===== src/rtl/pipeline_hazard_ctrl.sv =====
// -----------------------------------------------------------------------------
// pipeline_hazard_ctrl
//
// Central stall/flush controller for a 5-stage in-order pipeline. It decides,
// every cycle, which pipeline buffers load, which load a bubble, and whether
// the PC advances. It also tracks long data-memory waits and traps into an
// error state if a wait lasts too long.
//
// Event priority, highest first:
//   error trap > data-memory wait > taken branch > load-use > fetch stall
//
// Parameters
//   TIMEOUT          max consecutive MEM_WAIT cycles before the error trap (>= 1)
//
// Ports
//   clk, rst_n       clock (rising edge), asynchronous active-low reset
//   id_rs1/id_rs2    source registers of the instruction in ID
//   id_uses_rs1/rs2  the ID instruction really reads that source
//   ex_rd            destination register of the instruction in EX
//   ex_MemRead       EX instruction is a load
//   ex_branch_taken  branch/jump resolved taken in EX this cycle
//   i_mem_ready      instruction fetch data valid this cycle
//   m_mem_req        MEM-stage data access pending
//   m_mem_ready      MEM-stage data access completes this cycle
//   stall_cnt_clr    synchronous clear of stall_count (wins over increment)
//   pc_en            PC update enable
//   *_en             pipeline buffer load enables (0 = hold)
//   *_flush          load a bubble into that buffer (always paired with en=1)
//   state            RUN=0, MEM_WAIT=1, ERR=2
//   mem_timeout      sticky error flag, cleared only by reset
//   stall_count      saturating count of cycles with pc_en=0 outside ERR
// -----------------------------------------------------------------------------
module pipeline_hazard_ctrl #(
  parameter int TIMEOUT = 255
) (
  input  logic        clk,
  input  logic        rst_n,
  input  logic [4:0]  id_rs1,
  input  logic [4:0]  id_rs2,
  input  logic        id_uses_rs1,
  input  logic        id_uses_rs2,
  input  logic [4:0]  ex_rd,
  input  logic        ex_MemRead,
  input  logic        ex_branch_taken,
  input  logic        i_mem_ready,
  input  logic        m_mem_req,
  input  logic        m_mem_ready,
  input  logic        stall_cnt_clr,
  output logic        pc_en,
  output logic        if_id_en,
  output logic        id_ex_en,
  output logic        ex_mem_en,
  output logic        mem_wb_en,
  output logic        if_id_flush,
  output logic        id_ex_flush,
  output logic        ex_mem_flush,
  output logic        mem_wb_flush,
  output logic [1:0]  state,
  output logic        mem_timeout,
  output logic [15:0] stall_count
);

  localparam logic [1:0] ST_RUN      = 2'd0;
  localparam logic [1:0] ST_MEM_WAIT = 2'd1;
  localparam logic [1:0] ST_ERR      = 2'd2;

  // The wait counter holds 0..TIMEOUT-1: it is the number of MEM_WAIT cycles
  // already spent before the current one.
  localparam int             WAIT_W    = (TIMEOUT < 2) ? 1 : $clog2(TIMEOUT);
  localparam logic [WAIT_W-1:0] WAIT_LAST = WAIT_W'(TIMEOUT - 1);

  logic [1:0]        state_q,       state_d;
  logic [WAIT_W-1:0] wait_cnt_q,    wait_cnt_d;
  logic              mem_timeout_q, mem_timeout_d;
  logic [15:0]       stall_count_q, stall_count_d;

  logic mem_wait;
  logic load_use;

  // A data access that has not completed freezes everything up to MEM. In RUN
  // it only matters when a request is actually pending.
  assign mem_wait = ((state_q == ST_RUN) && m_mem_req && !m_mem_ready) ||
                    ((state_q == ST_MEM_WAIT) && !m_mem_ready);

  // x0 is hard-wired zero, so a load targeting it never creates a dependency.
  assign load_use = ex_MemRead && (ex_rd != 5'd0) &&
                    ((id_uses_rs1 && (id_rs1 == ex_rd)) ||
                     (id_uses_rs2 && (id_rs2 == ex_rd)));

  // Enable/flush decode and next-state logic.
  always_comb begin
    // NOTE: every variable assigned here gets a default first, so no path can
    // leave one unassigned and infer a latch.
    pc_en         = 1'b1;
    if_id_en      = 1'b1;
    id_ex_en      = 1'b1;
    ex_mem_en     = 1'b1;
    mem_wb_en     = 1'b1;
    if_id_flush   = 1'b0;
    id_ex_flush   = 1'b0;
    ex_mem_flush  = 1'b0;
    mem_wb_flush  = 1'b0;
    state_d       = state_q;
    wait_cnt_d    = wait_cnt_q;
    mem_timeout_d = mem_timeout_q;
    stall_count_d = stall_count_q;

    if (state_q == ST_ERR) begin
      // Freeze the whole machine; nothing moves until reset.
      pc_en     = 1'b0;
      if_id_en  = 1'b0;
      id_ex_en  = 1'b0;
      ex_mem_en = 1'b0;
      mem_wb_en = 1'b0;
    end else if (mem_wait) begin
      // Upstream holds; WB receives bubbles while the access is outstanding.
      // A taken branch in EX is simply held with EX and acted on later.
      pc_en        = 1'b0;
      if_id_en     = 1'b0;
      id_ex_en     = 1'b0;
      ex_mem_en    = 1'b0;
      mem_wb_flush = 1'b1;
    end else if (ex_branch_taken) begin
      // Squash the two wrong-path instructions; a pending load-use or fetch
      // stall belongs to the squashed path and is ignored.
      if_id_flush = 1'b1;
      id_ex_flush = 1'b1;
    end else if (load_use) begin
      pc_en       = 1'b0;
      if_id_en    = 1'b0;
      id_ex_flush = 1'b1;
    end else if (!i_mem_ready) begin
      pc_en       = 1'b0;
      if_id_flush = 1'b1;
    end

    case (state_q)
      ST_RUN: begin
        if (m_mem_req && !m_mem_ready) begin
          state_d    = ST_MEM_WAIT;
          wait_cnt_d = '0;
        end
      end
      ST_MEM_WAIT: begin
        if (m_mem_ready) begin
          state_d = ST_RUN;
        end else if (wait_cnt_q >= WAIT_LAST) begin
          // This is the TIMEOUT-th consecutive wait cycle.
          state_d       = ST_ERR;
          mem_timeout_d = 1'b1;
        end else begin
          wait_cnt_d = wait_cnt_q + WAIT_W'(1);
        end
      end
      ST_ERR: state_d = ST_ERR;
      // An unencoded state means corrupted control; trap rather than resume.
      default: begin
        state_d       = ST_ERR;
        mem_timeout_d = 1'b1;
      end
    endcase

    // Clear wins over a same-cycle increment; the count saturates at all-ones.
    if (stall_cnt_clr) begin
      stall_count_d = '0;
    end else if ((state_q != ST_ERR) && !pc_en && (stall_count_q != 16'hFFFF)) begin
      stall_count_d = stall_count_q + 16'd1;
    end
  end

  always_ff @(posedge clk or negedge rst_n) begin
    if (!rst_n) begin
      state_q       <= ST_RUN;
      wait_cnt_q    <= '0;
      mem_timeout_q <= 1'b0;
      stall_count_q <= '0;
    end else begin
      // NOTE: non-blocking assignments so every flop samples the pre-edge
      // values regardless of statement order.
      state_q       <= state_d;
      wait_cnt_q    <= wait_cnt_d;
      mem_timeout_q <= mem_timeout_d;
      stall_count_q <= stall_count_d;
    end
  end

  assign state       = state_q;
  assign mem_timeout = mem_timeout_q;
  assign stall_count = stall_count_q;

endmodule


===== config.mk =====
export PLATFORM = sky130hd
export DESIGN_NAME = pipeline_hazard_ctrl
export DESIGN_NICKNAME = d
export VERILOG_FILES = /design/src/rtl/pipeline_hazard_ctrl.sv
export SDC_FILE = /design/constraint.sdc
export NUM_CORES = 1
export LEC_CHECK = 0
export CORE_MARGIN = 10
export CORE_UTILIZATION = 50
export DETAILED_ROUTE_END_ITERATION = 8
export HOLD_SLACK_MARGIN = 0.02
export PLACE_DENSITY = 0.86
export REMOVE_ABC_BUFFERS = 1
export SLEW_MARGIN = 40
export SYNTH_ARGS = -nofsm -noshare
export SYNTH_HDL_FRONTEND = slang
export SYNTH_SLANG_ARGS = --single-unit

===== constraint.sdc =====
create_clock -name clk -period 7.1 [get_ports clk]
set_clock_uncertainty 0.1 [all_clocks]
set_input_delay 1.775 -clock clk [delete_from_list [all_inputs] [get_ports clk]]
set_output_delay 1.775 -clock clk [all_outputs]
set_load 0.01 [all_outputs]

[Word-level counts from Yosys, hierarchy flattened]
Cells that the tools add are included.
Cells by class
  $add $sub $neg: 2
  magnitude comparators: 1
  eq/ne operators: 11
  muxes and demuxes: 36
  bitwise gates (word level): 1
  reductions and logical operators: 22
Operators with widths (number)
  two-way mux 16 bit: 2
  two-way mux 1 bit: 25
  two-way mux 8 bit: 3
  adder 16 x 1 -> 16 bit, second input constant: 1
  != test 16 bit, second input constant: 1
  case mux 8 bit (2 select lines): 1
  == test 5 bit: 2
  logical AND 1 bit: 10
  adder 8 x 1 -> 8 bit, second input constant: 1
  >= comparator 8 bit, second input constant: 1
  two-way mux 2 bit: 3
  != test 2 bit, second input constant: 3
  nonzero test 5 bit: 1
  != test 2 x 1 -> 1 bit, second input constant: 2
  case mux 2 bit (2 select lines): 1
  AND reduction 4 bit: 1
  nonzero test 2 bit: 2
  != test 3 x 2 -> 1 bit, second input constant: 1
  AND reduction 3 bit: 1
  == test 2 x 1 -> 1 bit, second input constant: 1
  == test 2 bit, second input constant: 1
  logical NOT 1 bit: 2
  logical NOT 2 bit: 1
  logical OR 1 bit: 2
  other kinds (4): 4
Word-level totals
  register bits after elaboration: 27
  output and inout bits: 28
  word-level logic and storage cells: 77

[Depth between registers and ports, before layout]
Gate-level depths: netlist (run 1).
  depth in word-level cells: 13
  gate-level depth with buffers: 10

[Worst setup path before layout (run 1)]
Ideal clock, no wire load.
  path kind: input port to output port
  from: in ex_rd[1]
  to: out if_id_flush
  arrival time: 2.997 ns
  data required time: 5.225 ns
  path slack: 2.228 ns
  stages: 5
  path buffers: 0
  path through: or4_1 -> o21ai_1 -> nand2b_1 -> o21ai_0 -> a21oi_1
On the way
  cells in the longest elaborated chain, start to end: 8
  elaborated cells on any way between the ends: 12
  those cells by class: eq/ne (2); mux (4); reduce/logical (6)
Ends and longest elaborated chain
  start: declaration: RTL line 42  | input logic [4:0] ex_rd,
  == test 5 bit, on equally long branches: RTL line 87, 88
  logical AND 1 bit, on equally long branches: RTL line 87, 88
  logical OR 1 bit: RTL line 87  | ((id_uses_rs1 && (id_rs1 == ex_rd)) ||
  logical AND 1 bit *: RTL line 86  | assign load_use = ex_MemRead && (ex_rd != 5'd0) &&
  two-way mux 1 bit *: RTL line 128  | end else if (load_use) begin
  two-way mux 1 bit *: RTL line 123  | end else if (ex_branch_taken) begin
  two-way mux 1 bit *: RTL line 115  | end else if (mem_wait) begin
  two-way mux 1 bit *: RTL line 108  | if (state_q == ST_ERR) begin
  end: declaration: RTL line 54  | output logic if_id_flush,
Every way passes the cells marked *; elsewhere a longest branch is shown, timed or not.

[Worst setup path after layout (run 1)]
Same ends and word-level chain as after synthesis.

==> flow_metrics.tcl, run 1 <==
set metrics [dict create \
    wl_per_cell_um 14.9 \
    n_antenna_cell 0 \
    grt_pass1_vias 1478 \
    relSlewSlack 0.605 \
    hold_path_depth 1 \
    ant_nets 0 \
    ys_warn_count 0 \
    synth_area_um2 1650 \
    die_h_um 77.5 \
    core-area_um2 3100 \
    timing.hold.ws_ns 0.390 \
    final_area_um2 2200 \
    ctsHoldBuffers 0 \
    worst_pin_slew_ns 0.591 \
    final_max_slew_viol_count 0 \
    cts_resized 0 \
    clk_path_buf_depth 2 \
    drive_gt1_frac 0.0749 \
    syn_avg_cell_area_um2 9.28 \
    cts_tree "done" \
    p_per_area_nw_per_um2 130 \
    hold_viol 0 \
    ys_ff_latch 27 \
    fmax_ghz 0.168 \
    netlist.area_leader.share 0.409 \
    grt_use_total 0.133 \
    cts_buffers 3 \
    drtIter0Drc 53 \
    fin_crit_sh 0.836 \
    synth_area_leaders "dfrtp_1, xnor2_1, a21oi_1, or3_1, nor2_1" \
    cp_data_required_time_ns 5.22 \
    leakage_nw 0.896 \
    synth_top_cells_by_count "dfrtp_1, nor2_1, a21oi_1" \
    clkPwrFrac 0.247 \
    first_pass_iters 4 \
    cp-start-kind "input pin" \
    yosysMostFrequentCell "dfrtp_1" \
    swShare 0.271 \
    ys.flop_type "dfrtp_1" \
    endpoint_kind "output port" \
    synth_edf_count 0 \
    combPwrFrac 0.195 \
    grt_pass1_wl_um 6800 \
    syn2layout_area_growth_pct 33.3 \
    r2r-start "stall_count[0]" \
    period_minus_slack_ns 5.94 \
    gp_congestion 0.829 \
    die_area_um2 6000 \
    hold_end "mem_timeout" \
    worst-setup-path-type "input pin to output port" \
    fin_nets 256 \
    antenna_found_initial 0 \
    insertion_delay_ns 0.35 \
    clock-root-buffer "clkbuf_4" \
    gr-total-overflow 0 \
    drc 0 \
    syn_inst 178 \
    io_pins 53 \
    postCtsSetupRepairBufs 0 \
    ys_async_sr_fraction 1.00 \
    start_util 0.532 \
    p_int_mw 0.208 \
    io_buffers 51 \
    via_count 1486 \
    r2r_setup_slack_ns 4.52 \
    tns_ns 0 \
    min_from "mem_timeout" \
    yosysSeqAreaShare 0.409 \
    post-dp-hpwl_um 3210 \
    path_max_fanout 3 \
    outcome "finished clean" \
    ir_worst_vdd_v 0.000103 \
    cts.clk_slew.worst_paths_ns 0.13 \
    net-switching-power_mw 0.0772 \
    worstPathArrival_ns 4.06 \
    seqPwrFrac 0.557 \
    maxCapViolCount 0 \
    reg2reg_to "stall_count[1]" \
    htree_levels 1 \
    wirelength_um 4050 \
    clock_sinks 27 \
    viasPerCell 5.48 \
    p_total_mw 0.285 \
    place_area_um2 2170 \
    grt_max_degree 28 \
    hp-class "flop to flop" \
    rsz0062_at_grt "no" \
    reg2reg_depth 9 \
    yosysTopAreaCell "dfrtp_1" \
    ys_types 41 \
    final_util 0.709 \
    row_count 20 \
    setup_violations 0 \
    die_w_um 77.5 \
]
worst max-delay path by stage:
| stage | from | endpoint | slack [ns] | cells past startpoint |
|---|---|---|---|---|
| floorplan | ex_rd[1] | if_id_flush | 2.22 | 5 |
| global placement | ex_rd[1] | if_id_flush | 1.23 | 7 |
| detailed placement | ex_rd[1] | if_id_flush | 1.16 | 7 |
| CTS | ex_rd[1] | if_id_flush | 1.16 | 7 |
| global route | ex_rd[1] | if_id_flush | 1.06 | 7 |
| finish | ex_rd[1] | if_id_flush | 1.16 | 7 |
state kept, by name, summed over array words and instances (netlist names):
signal	count
mem_timeout	1
state	2
stall_count	16
wait_cnt_q	8
per-layer routing:
| layer | global-route usage | wire, µm |
|---|---|---|
| met1 | 0.171 | 1950 |
| met2 | 0.212 | 1800 |
| met3 | 0.0276 | 244 |
| met4 | 0.0511 | 52 |
| met5 | 0 | 0 |
kinds of logic after synthesis:
kind of cell	count (synthesis)	share of synthesized area
compound gates	38	0.133
xor+xnor	16	0.0848
fa+ha+maj	3	0.0227
buf+inv	14	0.0568
flops	27	0.409
mux	2	0.0129
other cells	1	0.00227
simple gates	77	0.279
cell type report:
type,count,area [µm²]
Inverter,5,18.8
Fill cell,263,902
Clock buffer,3,22.5
Sequential cell,27,676
Timing Repair Buffer,54,533
Clock inverter,1,7.51
Multi-Input combinational cell,137,888
Tap cell,44,55.1
worst max-delay path: stages:
cell             delay, ns
clkdlybuf4s50_1       0.47
or4_1                 0.54
o21ai_1               0.28
nand2b_1              0.16
o21ai_0               0.13
a21oi_1               0.15
clkdlybuf4s50_1       0.55
stage by stage:
stage / instances / worst slack, ns
finish: 271 / 1.16
global route: 271 / 1.06
CTS: 271 / 1.16
detailed placement: 267 / 1.16
global placement: 265 / 1.23
floorplan: 169 / 2.22
layout by cell type (no fill, tap or decap), types with 3 or more instances in the layout:
cell and n:
xnor2_1 10, ha_1 3, xor2_1 6, inv_1 5
and4_1 3, clkbuf_4 3, nand2_1 10, nand4_1 8
a21oi_1 15, or4_1 4, o21ai_1 9, dfrtp_1 27
o21ai_0 5, nand3_1 8, buf_4 3, o31ai_1 3
clkdlybuf4s50_1 51, and3_1 5, or3_1 11, nor2_1 16
power groups by stage:
stage / registers [mW] / logic (mW) / clock network (mW)
floorplan: 0.162 / 0.0202 / 0
global placement: 0.162 / 0.0543 / 0
detailed placement: 0.162 / 0.0567 / 0
CTS: 0.159 / 0.0568 / 0.0722
global route: 0.160 / 0.0609 / 0.0745
finish: 0.159 / 0.0558 / 0.0706
(Power assumes the default switching activity.)
==> inputs of run 2 (changes only) <==
CORE_UTILIZATION = 42   (was 50)
PLACE_DENSITY = 0.77   (was 0.86)
clock period = 4.9 ns   (was 7.1 ns; I/O delays follow)
==> run 2 against run 1 <==
  * Combinational power rose by 46%
  * Final area increased by 1.1%
  * Flip-flop and latch count is the same
  * First-iteration DRC count fell by 15%
  * Critical path type unchanged
  * Largest cell class unchanged
==> flow_metrics.tcl, run 2 (same netlist as run 1, synthesis figures left out) <==
set metrics [dict create \
    io_buffers 51 \
    syn2layout_area_growth_pct 34.7 \
    hold_viol 0 \
    slowest_delay_ns 0.57 \
    first_pass_iters 4 \
    grt_use_total 0.122 \
    r2r-start "stall_count[0]" \
    gr-total-overflow 0 \
    gp_congestion 0.839 \
    viasPerCell 5.31 \
    n_antenna_cell 0 \
    clk_path_buf_depth 2 \
    endpoint_kind "output port" \
    largest_reg_flops 16 \
    multi_input_area_um2 892 \
    drive_gt1_frac 0.0749 \
    antenna_found_initial 0 \
    hold_end "mem_timeout" \
    clkPwrFrac 0.285 \
    grt_pass1_wl_um 6730 \
    hold_path_depth 1 \
    drtIter0Drc 45 \
    final_cell_mix "clkdlybuf4s50_1, dfrtp_1, nor2_1, a21oi_1, or3_1" \
    core-area_um2 3740 \
    insertion_delay_ns 0.27 \
    wirelength_um 4090 \
    grt_pass1_vias 1461 \
    worstPathArrival_ns 3.38 \
    cts.clk_slew.worst_paths_ns 0.09 \
    maxCapViolCount 0 \
    seqPwrFrac 0.528 \
    p_total_mw 0.436 \
    row_count 22 \
    final_max_slew_viol_count 0 \
    r2r_setup_slack_ns 2.41 \
    hp-class "flop to flop" \
    tns_ns 0 \
    crit_chain "clkdlybuf4s50_1, or4_1, o21ai_2, nand2b_1, o21ai_0, a21oi_1, clkdlybuf4s50_1" \
    die_area_um2 6840 \
    cts_tree "done" \
    path_max_fanout 3 \
    postCtsSetupRepairBufs 0 \
    period_minus_slack_ns 4.70 \
    swShare 0.247 \
    reg2reg_depth 8 \
    fin_crit_sh 0.959 \
    post-dp-hpwl_um 3070 \
    combPwrFrac 0.187 \
    io_pins 53 \
    via_count 1460 \
    net-switching-power_mw 0.108 \
    drc 0 \
    start_util 0.441 \
    cts_buffers 3 \
    wl_per_cell_um 14.9 \
    p_per_area_nw_per_um2 196 \
    ff_latch_area_um2 676 \
    p_int_mw 0.328 \
    outcome "finished clean" \
    min_from "mem_timeout" \
    worst_pin_slew_ns 0.651 \
    cp_data_required_time_ns 3.58 \
    leakage_nw 0.907 \
    setup_violations 0 \
    die_h_um 82.7 \
    clock_sinks 27 \
    reg2reg_to "stall_count[15]" \
    fmax_ghz 0.213 \
    crit_top_cell "clkdlybuf4s50_1" \
    crit_family "buffers and inverters" \
    fin_nets 256 \
    ir_worst_vdd_v 0.000171 \
    worst-setup-path-type "input pin to output port" \
    die_w_um 82.7 \
    ant_nets 0 \
    final_common_cell "clkdlybuf4s50_1" \
    fillers 337 \
    grt_max_degree 31 \
    cp-start-kind "input pin" \
    timing.critical_path.buf_inv 2 \
    rsz0062_at_grt "no" \
    clock-root-buffer "clkbuf_8" \
    htree_levels 1 \
    relSlewSlack 0.565 \
    slowest_stage "or4_1" \
]
==> run 2: how the worst max path moves through the flow <==
stage	startpoint	end	slack [ns]	depth (start not counted)
floorplan	ex_rd[1]	if_id_flush	1.12	5
global placement	ex_rd[1]	if_id_flush	0.23	7
detailed placement	ex_rd[1]	if_id_flush	0.20	7
CTS	ex_rd[1]	if_id_flush	0.17	7
global route	ex_rd[1]	if_id_flush	0.01	7
finish	ex_rd[1]	if_id_flush	0.20	7
==> run 2: repair_timing <==
action,in CTS,in global routing
gates resized for setup,0,1
setup endpoints to repair,0,2
hold buffers,0,0
hold endpoints to repair,0,0
==> run 2: cell type report <==
class | count | area share
multi-input cells | 137 | 0.401
flip-flops and latches | 27 | 0.304
repair buffers | 54 | 0.240
well taps | 48 | 0.0270
clock buffers | 4 | 0.0202
inverters | 5 | 0.00844
==> run 2: per-layer routing <==
metal,wire length (µm),GRT usage
met1,1850,0.152
met2,1770,0.192
met3,419,0.0410
met4,44,0.0452
met5,0,0
==> run 2: power groups by stage <==
stage,logic [mW],clock network (mW),registers (mW)
5_1_grt,0.0895,0.139,0.231
2_1_floorplan,0.0293,0,0.235
3_5_place_dp,0.0819,0,0.234
6_report,0.0815,0.124,0.230
3_3_place_gp,0.0807,0,0.234
4_1_cts,0.0825,0.129,0.230
==> run 2: metrics by stage <==
stage | cell area (µm²) | instances | hold slack [ns] | setup slack, ns | utilization
global placement | 2170 | 271 | 0.352 | 0.230 | 0.580
detailed placement | 2180 | 271 | 0.372 | 0.203 | 0.581
floorplan | 1580 | 169 | 0.363 | 1.12 | -
CTS | 2220 | 275 | 0.393 | 0.174 | 0.593
finish | 2220 | 275 | 0.384 | 0.199 | 0.594
global route | 2220 | 275 | 0.418 | 0.0110 | 0.594
